[config.mk]
export PLATFORM = sky130hd
export DESIGN_NAME = moving_average2_level_detector_flat
export DESIGN_NICKNAME = d
export VERILOG_FILES = /design/src/rtl/moving_average2_level_detector_if.sv /design/src/rtl/moving_average2_level_detector.sv /design/src/flat_wrapper.sv
export SDC_FILE = /design/constraint.sdc
export NUM_CORES = 1
export LEC_CHECK = 0
export BUFFER_PORTS_ARGS = -buffer_cell sky130_fd_sc_hd__buf_2
export CELL_PAD_IN_SITES_DETAIL_PLACEMENT = 0
export CELL_PAD_IN_SITES_GLOBAL_PLACEMENT = 1
export CORE_MARGIN = 3
export CORE_UTILIZATION = 31
export DETAILED_ROUTE_END_ITERATION = 12
export PLACE_DENSITY_LB_ADDON = 0.1
export REMOVE_ABC_BUFFERS = 1
export SYNTH_ARGS = -nofsm -noshare
export SYNTH_HDL_FRONTEND = slang
export SYNTH_SLANG_ARGS = --single-unit
[constraint.sdc]
create_clock -name system1000 -period 1.4 [get_ports system1000]
set_input_delay 0 -clock system1000 [delete_from_list [all_inputs] [get_ports system1000]]
set_output_delay 0 -clock system1000 [all_outputs]
set_load 0.005 [all_outputs]
[src/rtl/moving_average2_level_detector_if.sv]
// Sample-in / level-and-event-out bundle for moving_average2_level_detector.
// peak_o exists only when LEVEL_DET_PEAK_EN is defined.
interface moving_average2_level_detector_if #(
  parameter int WIDTH = 8
);
  logic signed [WIDTH-1:0] avg_i;
  logic                    avg_valid_i;
  logic                    level_o;
  logic                    evt_valid_o;
  logic                    evt_ready_i;
  logic                    evt_rise_o;
  logic                    ovf_o;
  logic                    ovf_clr_i;
`ifdef LEVEL_DET_PEAK_EN
  logic signed [WIDTH-1:0] peak_o;
`endif

`ifdef LEVEL_DET_PEAK_EN
  modport slave (
    input  avg_i, avg_valid_i, evt_ready_i, ovf_clr_i,
    output level_o, evt_valid_o, evt_rise_o, ovf_o, peak_o
  );
  modport master (
    output avg_i, avg_valid_i, evt_ready_i, ovf_clr_i,
    input  level_o, evt_valid_o, evt_rise_o, ovf_o, peak_o
  );
`else
  modport slave (
    input  avg_i, avg_valid_i, evt_ready_i, ovf_clr_i,
    output level_o, evt_valid_o, evt_rise_o, ovf_o
  );
  modport master (
    output avg_i, avg_valid_i, evt_ready_i, ovf_clr_i,
    input  level_o, evt_valid_o, evt_rise_o, ovf_o
  );
`endif
endinterface

[src/rtl/moving_average2_level_detector.sv]
// Hysteresis level detector with consecutive-sample debounce and a one-deep event record.
// Define LEVEL_DET_PEAK_EN to add the episode peak tracker and peak_o.
//   state     | meaning
//   S_LOW     | level low, no high run in progress
//   S_RISING  | level low, counting qualifying-high samples
//   S_HIGH    | level high, no low run in progress
//   S_FALLING | level high, counting qualifying-low samples
module moving_average2_level_detector #(
  parameter int WIDTH     = 8,
  parameter int HI_THRESH = 32,
  parameter int LO_THRESH = -32,
  parameter int HOLD      = 3
) (
  input logic                           system1000,
  input logic                           system1000_rst,
  moving_average2_level_detector_if.slave bus
);
  localparam int CW = $clog2(HOLD + 1);
  localparam logic signed [WIDTH-1:0] HI = WIDTH'(HI_THRESH);
  localparam logic signed [WIDTH-1:0] LO = WIDTH'(LO_THRESH);
  localparam logic [CW-1:0] HOLD_C = CW'(HOLD);

  typedef enum logic [1:0] {S_LOW, S_RISING, S_HIGH, S_FALLING} state_t;

  state_t                  state;
  logic [CW-1:0]           cnt;
  logic                    level, evt_valid, evt_rise, ovf;
  logic signed [WIDTH-1:0] sample;
  logic                    qual_hi, qual_lo, handshake, clobber;

  assign sample    = bus.avg_i;
  assign qual_hi   = sample > HI;
  assign qual_lo   = sample < LO;
  assign handshake = evt_valid & bus.evt_ready_i;
  // a new event arriving now would overwrite a record the consumer never took
  assign clobber   = evt_valid & ~bus.evt_ready_i;

  assign bus.level_o     = level;
  assign bus.evt_valid_o = evt_valid;
  assign bus.evt_rise_o  = evt_rise;
  assign bus.ovf_o       = ovf;

`ifdef LEVEL_DET_PEAK_EN
  logic signed [WIDTH-1:0] run, run_max, peak;
  assign run_max    = (sample > run) ? sample : run;
  assign bus.peak_o = peak;
`endif

  always_ff @(posedge system1000) begin
    if (system1000_rst) begin
      state     <= S_LOW;
      cnt       <= '0;
      level     <= 1'b0;
      evt_valid <= 1'b0;
      evt_rise  <= 1'b0;
      ovf       <= 1'b0;
`ifdef LEVEL_DET_PEAK_EN
      run       <= '0;
      peak      <= '0;
`endif
    end else begin
      // later assignments below (new event, overflow set) take priority
      if (bus.ovf_clr_i) ovf <= 1'b0;
      if (handshake) evt_valid <= 1'b0;
      if (bus.avg_valid_i) begin
        case (state)
          S_LOW: begin
            if (qual_hi) begin
`ifdef LEVEL_DET_PEAK_EN
              run <= sample;
`endif
              if (HOLD == 1) begin
                state     <= S_HIGH;
                level     <= 1'b1;
                evt_valid <= 1'b1;
                evt_rise  <= 1'b1;
                if (clobber) ovf <= 1'b1;
`ifdef LEVEL_DET_PEAK_EN
                peak      <= sample;
`endif
              end else begin
                state <= S_RISING;
                cnt   <= CW'(1);
              end
            end
          end
          S_RISING: begin
            if (qual_hi) begin
`ifdef LEVEL_DET_PEAK_EN
              run <= run_max;
`endif
              if (cnt == HOLD_C - 1'b1) begin
                state     <= S_HIGH;
                cnt       <= '0;
                level     <= 1'b1;
                evt_valid <= 1'b1;
                evt_rise  <= 1'b1;
                if (clobber) ovf <= 1'b1;
`ifdef LEVEL_DET_PEAK_EN
                peak      <= run_max;
`endif
              end else begin
                cnt <= cnt + 1'b1;
              end
            end else begin
              state <= S_LOW;
              cnt   <= '0;
`ifdef LEVEL_DET_PEAK_EN
              run   <= '0;
`endif
            end
          end
          S_HIGH: begin
`ifdef LEVEL_DET_PEAK_EN
            run <= run_max;
`endif
            if (qual_lo) begin
              if (HOLD == 1) begin
                state     <= S_LOW;
                level     <= 1'b0;
                evt_valid <= 1'b1;
                evt_rise  <= 1'b0;
                if (clobber) ovf <= 1'b1;
`ifdef LEVEL_DET_PEAK_EN
                peak      <= run_max;
`endif
              end else begin
                state <= S_FALLING;
                cnt   <= CW'(1);
              end
            end
          end
          S_FALLING: begin
`ifdef LEVEL_DET_PEAK_EN
            run <= run_max;
`endif
            if (qual_lo) begin
              if (cnt == HOLD_C - 1'b1) begin
                state     <= S_LOW;
                cnt       <= '0;
                level     <= 1'b0;
                evt_valid <= 1'b1;
                evt_rise  <= 1'b0;
                if (clobber) ovf <= 1'b1;
`ifdef LEVEL_DET_PEAK_EN
                peak      <= run_max;
`endif
              end else begin
                cnt <= cnt + 1'b1;
              end
            end else begin
              state <= S_HIGH;
              cnt   <= '0;
            end
          end
          default: state <= S_LOW;
        endcase
      end
    end
  end
endmodule

[src/flat_wrapper.sv]
// flat-port wrapper written by rule: the top's interface ports become plain ports
module moving_average2_level_detector_flat 
#(
  parameter int WIDTH     = 8,
  parameter int HI_THRESH = 32,
  parameter int LO_THRESH = -32,
  parameter int HOLD      = 3
)
  (system1000, system1000_rst, bus_avg_i, bus_avg_valid_i, bus_evt_ready_i, bus_ovf_clr_i, bus_level_o, bus_evt_valid_o, bus_evt_rise_o, bus_ovf_o);
  moving_average2_level_detector_if #(.WIDTH(WIDTH)) bus_i ();
  input logic system1000;
  input logic system1000_rst;
  input wire logic [$bits(bus_i.avg_i)-1:0] bus_avg_i;
  input wire logic [$bits(bus_i.avg_valid_i)-1:0] bus_avg_valid_i;
  input wire logic [$bits(bus_i.evt_ready_i)-1:0] bus_evt_ready_i;
  input wire logic [$bits(bus_i.ovf_clr_i)-1:0] bus_ovf_clr_i;
  output wire logic [$bits(bus_i.level_o)-1:0] bus_level_o;
  output wire logic [$bits(bus_i.evt_valid_o)-1:0] bus_evt_valid_o;
  output wire logic [$bits(bus_i.evt_rise_o)-1:0] bus_evt_rise_o;
  output wire logic [$bits(bus_i.ovf_o)-1:0] bus_ovf_o;
  assign bus_i.avg_i = bus_avg_i;
  assign bus_i.avg_valid_i = bus_avg_valid_i;
  assign bus_i.evt_ready_i = bus_evt_ready_i;
  assign bus_i.ovf_clr_i = bus_ovf_clr_i;
  assign bus_level_o = bus_i.level_o;
  assign bus_evt_valid_o = bus_i.evt_valid_o;
  assign bus_evt_rise_o = bus_i.evt_rise_o;
  assign bus_ovf_o = bus_i.ovf_o;
  moving_average2_level_detector #(.WIDTH(WIDTH), .HI_THRESH(HI_THRESH), .LO_THRESH(LO_THRESH), .HOLD(HOLD)) u_core (.system1000(system1000), .system1000_rst(system1000_rst), .bus(bus_i));
endmodule
Word-level counts from Yosys, hierarchy flattened
Index checks and enable logic that the tools add are counted.
{ "word_totals": {"reg_bits": 7, "in_bits": 13, "out_inout_bits": 4, "elab_cells": 58} }
{ "classes": {"add_sub_neg": 1, "n_lt_le_gt_ge": 2, "n_eq_ne": 12, "mux": 30, "bitwise": 3, "n_reduce_logical": 5} }
{ "ops": {"columns": ["cell", "count"], "rows": [
  ["2-to-1 mux 2 bit", 10],
  ["one-hot mux 2 bit (4 select lines)", 2],
  ["2-to-1 mux 1 bit", 15],
  ["!= test 2 x 1 -> 1 bit, second input constant", 6],
  ["> comparator 8 x 7 -> 1 bit, second input constant", 1],
  ["< comparator 8 x 6 -> 1 bit, second input constant", 1],
  ["equality test 2 bit, second input constant", 3],
  ["!= test 3 bit, second input constant", 2],
  ["one-hot mux 1 bit (2 select lines)", 3],
  ["AND reduction 6 bit", 1],
  ["AND reduction 5 bit", 1],
  ["AND reduction 3 bit", 1],
  ["adder 2 x 1 -> 2 bit, second input constant", 1],
  ["AND 1 bit", 2],
  ["equality test 2 x 1 -> 1 bit, second input constant", 1],
  ["zero test 2 bit", 1],
  ["nonzero test 2 bit", 1],
  ["inverter 1 bit", 1]
]} }

Longest topological paths before layout
{ "logic_depth": {"ltp_word": 7, "ltp_mapped": 5, "mapped_depth_nobuf": 5} }

Worst setup path before layout
Ideal clock, no wire load.
{ "synth_path": {"kind": "register -> register", "from": "register u_core.state[1]", "to": "register u_core.state[1]", "setup_time_ns": 0.075, "t_arrival_ns": 1.252, "required_time_ns": 1.325, "slack_ns": 0.073, "path_stages_with_launch": 6, "n_path_buf": 0, "period_less_slack_ns": 1.327, "cell_sequence": "dfxtp_1 -> nor2_1 -> a22oi_1 -> o22ai_2 -> a2111o_1 -> a22oi_2"} }
{ "synth_via": {"elab_chain_cells": 3, "elab_cells_between_ends": 10, "cone_classes": "7 x eq/ne; 1 x mux; 2 x reduce/logical"} }
{ "synth_rtl": {"columns": ["element", "line", "source"], "rows": [
  ["start, declared", "moving_average2_level_detector.sv:25", "state_t state;"],
  ["start signal, assigned", "moving_average2_level_detector.sv:51", "state <= S_LOW;"],
  ["start signal, assigned", "moving_average2_level_detector.sv:73", "state <= S_HIGH;"],
  ["start signal, assigned", "moving_average2_level_detector.sv:82", "state <= S_RISING;"],
  ["equality test 2 bit (tied with other cells)", "moving_average2_level_detector.sv:66", "case (state)"],
  ["!= test 3 bit (no line) / != test 2 x 1 -> 1 bit (equally long branches)", null, null],
  ["AND reduction 5 bit (no line)", null, null]
]} }
Parallel ways exist; a longest one is shown, timed or not.
A chain may end at the register's enable or synchronous reset.

Worst setup path in the final report
Ends and elaborated chain as after synthesis.

==> flow_summary.ini <==
[run_status]
status = completed

[floorplanning]
row_count = 12
die_area_mm2 = 0.00182
ios = 17
fp.dieW_um = 42.7
start_util_pct = 35.2
fp.dieH_um = 42.7
coreArea_mm2 = 0.00119

[drt]
viasPerCell = 5.04
detail_route.first_pass.iterations = 4
drc = 0
vias = 423
drt_iter0_drc = 8
wl_um = 884
avgRoutedWirePerCell_um = 10.5
ant_nets = 0

[synth]
synth_warnings = 0
synth_edf_count = 0
yosysMostFrequentCell = dfxtp_1
synth_top_area_share_pct = 33.5
yosysSeqAreaShare_pct = 33.5
synth_seq_cells = 7
avgSynthCellArea_um2 = 8.89
async_flop_share_pct = 0
syn_inst = 47
synth_common_cells = dfxtp_1, a21oi_1, nor2_1
ys.flop_type = dfxtp_1
synth_top_area_cell = dfxtp_1
synth_area_um2 = 418
synth_cell_type_count = 25
ys_top_cells_by_area = dfxtp_1, a21oi_1, o31ai_4, nand2b_1, nor2_1

[global_routing]
grt_pass1_vias = 378
grt_max_degree = 10
grt_overflow = 0
antenna_found_initial = 0
track_usage_pct = 11.4
grt_pass1_wl_mm = 1.57

[layout]
syn2layout_area_growth_pct = 35.6
antennaDiodeCount = 0
instances_no_fill = 84
final_nets = 84
nFillCells = 117
drive_above_1_share_pct = 42.9
fin_area_um2 = 567
regArea_um2 = 140
final_core_util_pct = 47.8
multi_input_area_um2 = 254

[pwr]
p_leak_nw = 0.246
intPower_uw = 360
p_sw_uw = 119
switching_share_pct = 24.9
total_power_uw = 480
pwr-share-seq_pct = 44.7
clockPowerShare_pct = 37.2
p_comb_share_pct = 18.1
pwr_density_cell_mw_per_mm2 = 846
peakVddDrop_v = 0.000528

[cts]
cts.sinks = 7
clockRootBuffer = clkbuf_4
cts_made_buffers = 3
ctsHoldBuffers = 0
cts_setup_buffers = 0
cts_resized = 0
cts_max_path_buffers = 2
cts_tree = built
path_clk_slew_ns = 0.05
htreeDepth = 1
clkLatencyLatePin_ns = 0.25

[sta]
worst_slew_pin_slew_ns = 0.282
finalWorstSetupSlack_ns = 0.0786
max_freq_ghz = 0.757
finalSetupTns_ns = 0
finalSetupViolations = 0
maxSlewHeadroom_pct = 81.2
hold_viol_final = 0
drv_slew = 0
min_period_over_period_pct = 94.4
clock-skew-final_ns = 0.00161
period_needed_ns = 1.32
worst_hold_slack_ns = 0.0176
rsz0062_at_grt = no

[placed_design]
io_buffers = 16
gp_congestion = 0.775
pre_cts_slack_ns = 0.0113
placed_cell_area_um2 = 541
post-place-cells = 80
dpl.hpwl_um = 709

[worst_setup_path]
cp_slowest_cell = a2111o_1
cpLargestDelayFamily = compound AO/OA/AOI/OAI gates
critical_path_class = reg -> reg
cp_cell_sequence = nor2_1 -> a22oi_1 -> o22ai_2 -> a2111o_1 -> a22oi_2
critical_path.max_stage_delay_ns = 0.41
critical_path_buf_inv_count = 0
worst-endpoint-arrival_ns = 1.50
cp-start-kind = register
worstPathMaxFanout = 3
crit_path_end_kind = register
cp.required_ns = 1.58

[hold_path]
hp-class = in -> reg

[run]
drv_cap = 0
[tightest hold or removal path, stage by stage]
cell and delay [ns]:
buf_2 0.07, or3b_2 0.09, o31ai_1 0.05
[metal layers]
| metal | track usage, % | routed length, um | up-vias |
|---|---|---|---|
| met3 | 6.78 | 96 | 0 |
| li1 | - | - | 217 |
| met5 | 0 | 0 | - |
| met1 | 13.5 | 361 | 191 |
| met2 | 18.0 | 427 | 15 |
| met4 | 1.86 | 0 | 0 |
[layout make-up]
type	instances	area share (%)
inverter	3	1.99
tap	14	3.09
clock buffer	4	4.64
multi-input combinational	35	44.8
timing repair buffer	21	20.8
sequential	7	24.7
[sequential cells by signal (all words and copies together) (netlist names)]
signal                  flops
u_core.bus.evt_valid_o      1
u_core.state                2
u_core.cnt                  2
u_core.bus.ovf_o            1
u_core.bus.evt_rise_o       1
[power by group through the flow]
stage	sequential (mW)	combinational, mW	clock [mW]
6_report	0.214	0.0867	0.179
5_1_grt	0.215	0.0977	0.202
4_1_cts	0.214	0.0873	0.190
3_5_place_dp	0.218	0.0868	0
3_3_place_gp	0.219	0.0883	0
2_1_floorplan	0.219	0.0410	0
[kinds of logic (layout without fill, tap and decap cells)]
group / Yosys count / count (layout) / synth area share (%)
simple gates: 20 / 20 / 28.7
compound gates: 15 / 15 / 32.0
flops: 7 / 7 / 33.5
buf+inv: 5 / 28 / 5.69
[final timing paths]
| check | from | end | slack [ns] | cells past startpoint |
|---|---|---|---|---|
| min reg2reg | u_core.bus.evt_valid_o | u_core.bus.ovf_o | 0.51 | 2 |
| max reg2reg | u_core.state[1] | u_core.state[1] | 0.08 | 5 |
| max | u_core.state[1] | u_core.state[1] | 0.08 | 5 |
| min | bus_ovf_clr_i | u_core.bus.ovf_o | 0.02 | 3 |
[placed cells by master, fill, tap and decap left out, drive strengths merged, types with 2 or more instances in the layout]
master  netlist  routed
nor2          5       5
nand2         2       2
clkbuf        1       4
dfxtp         7       7
or3           2       2
a22oi         2       2
a21oi         5       5
buf           1      21
o31ai         2       2
or2b          2       2
nand4b        2       2
nor3          2       2
inv           3       3
nand2b        3       3
Note: power is estimated with default switching activity, not from simulation.
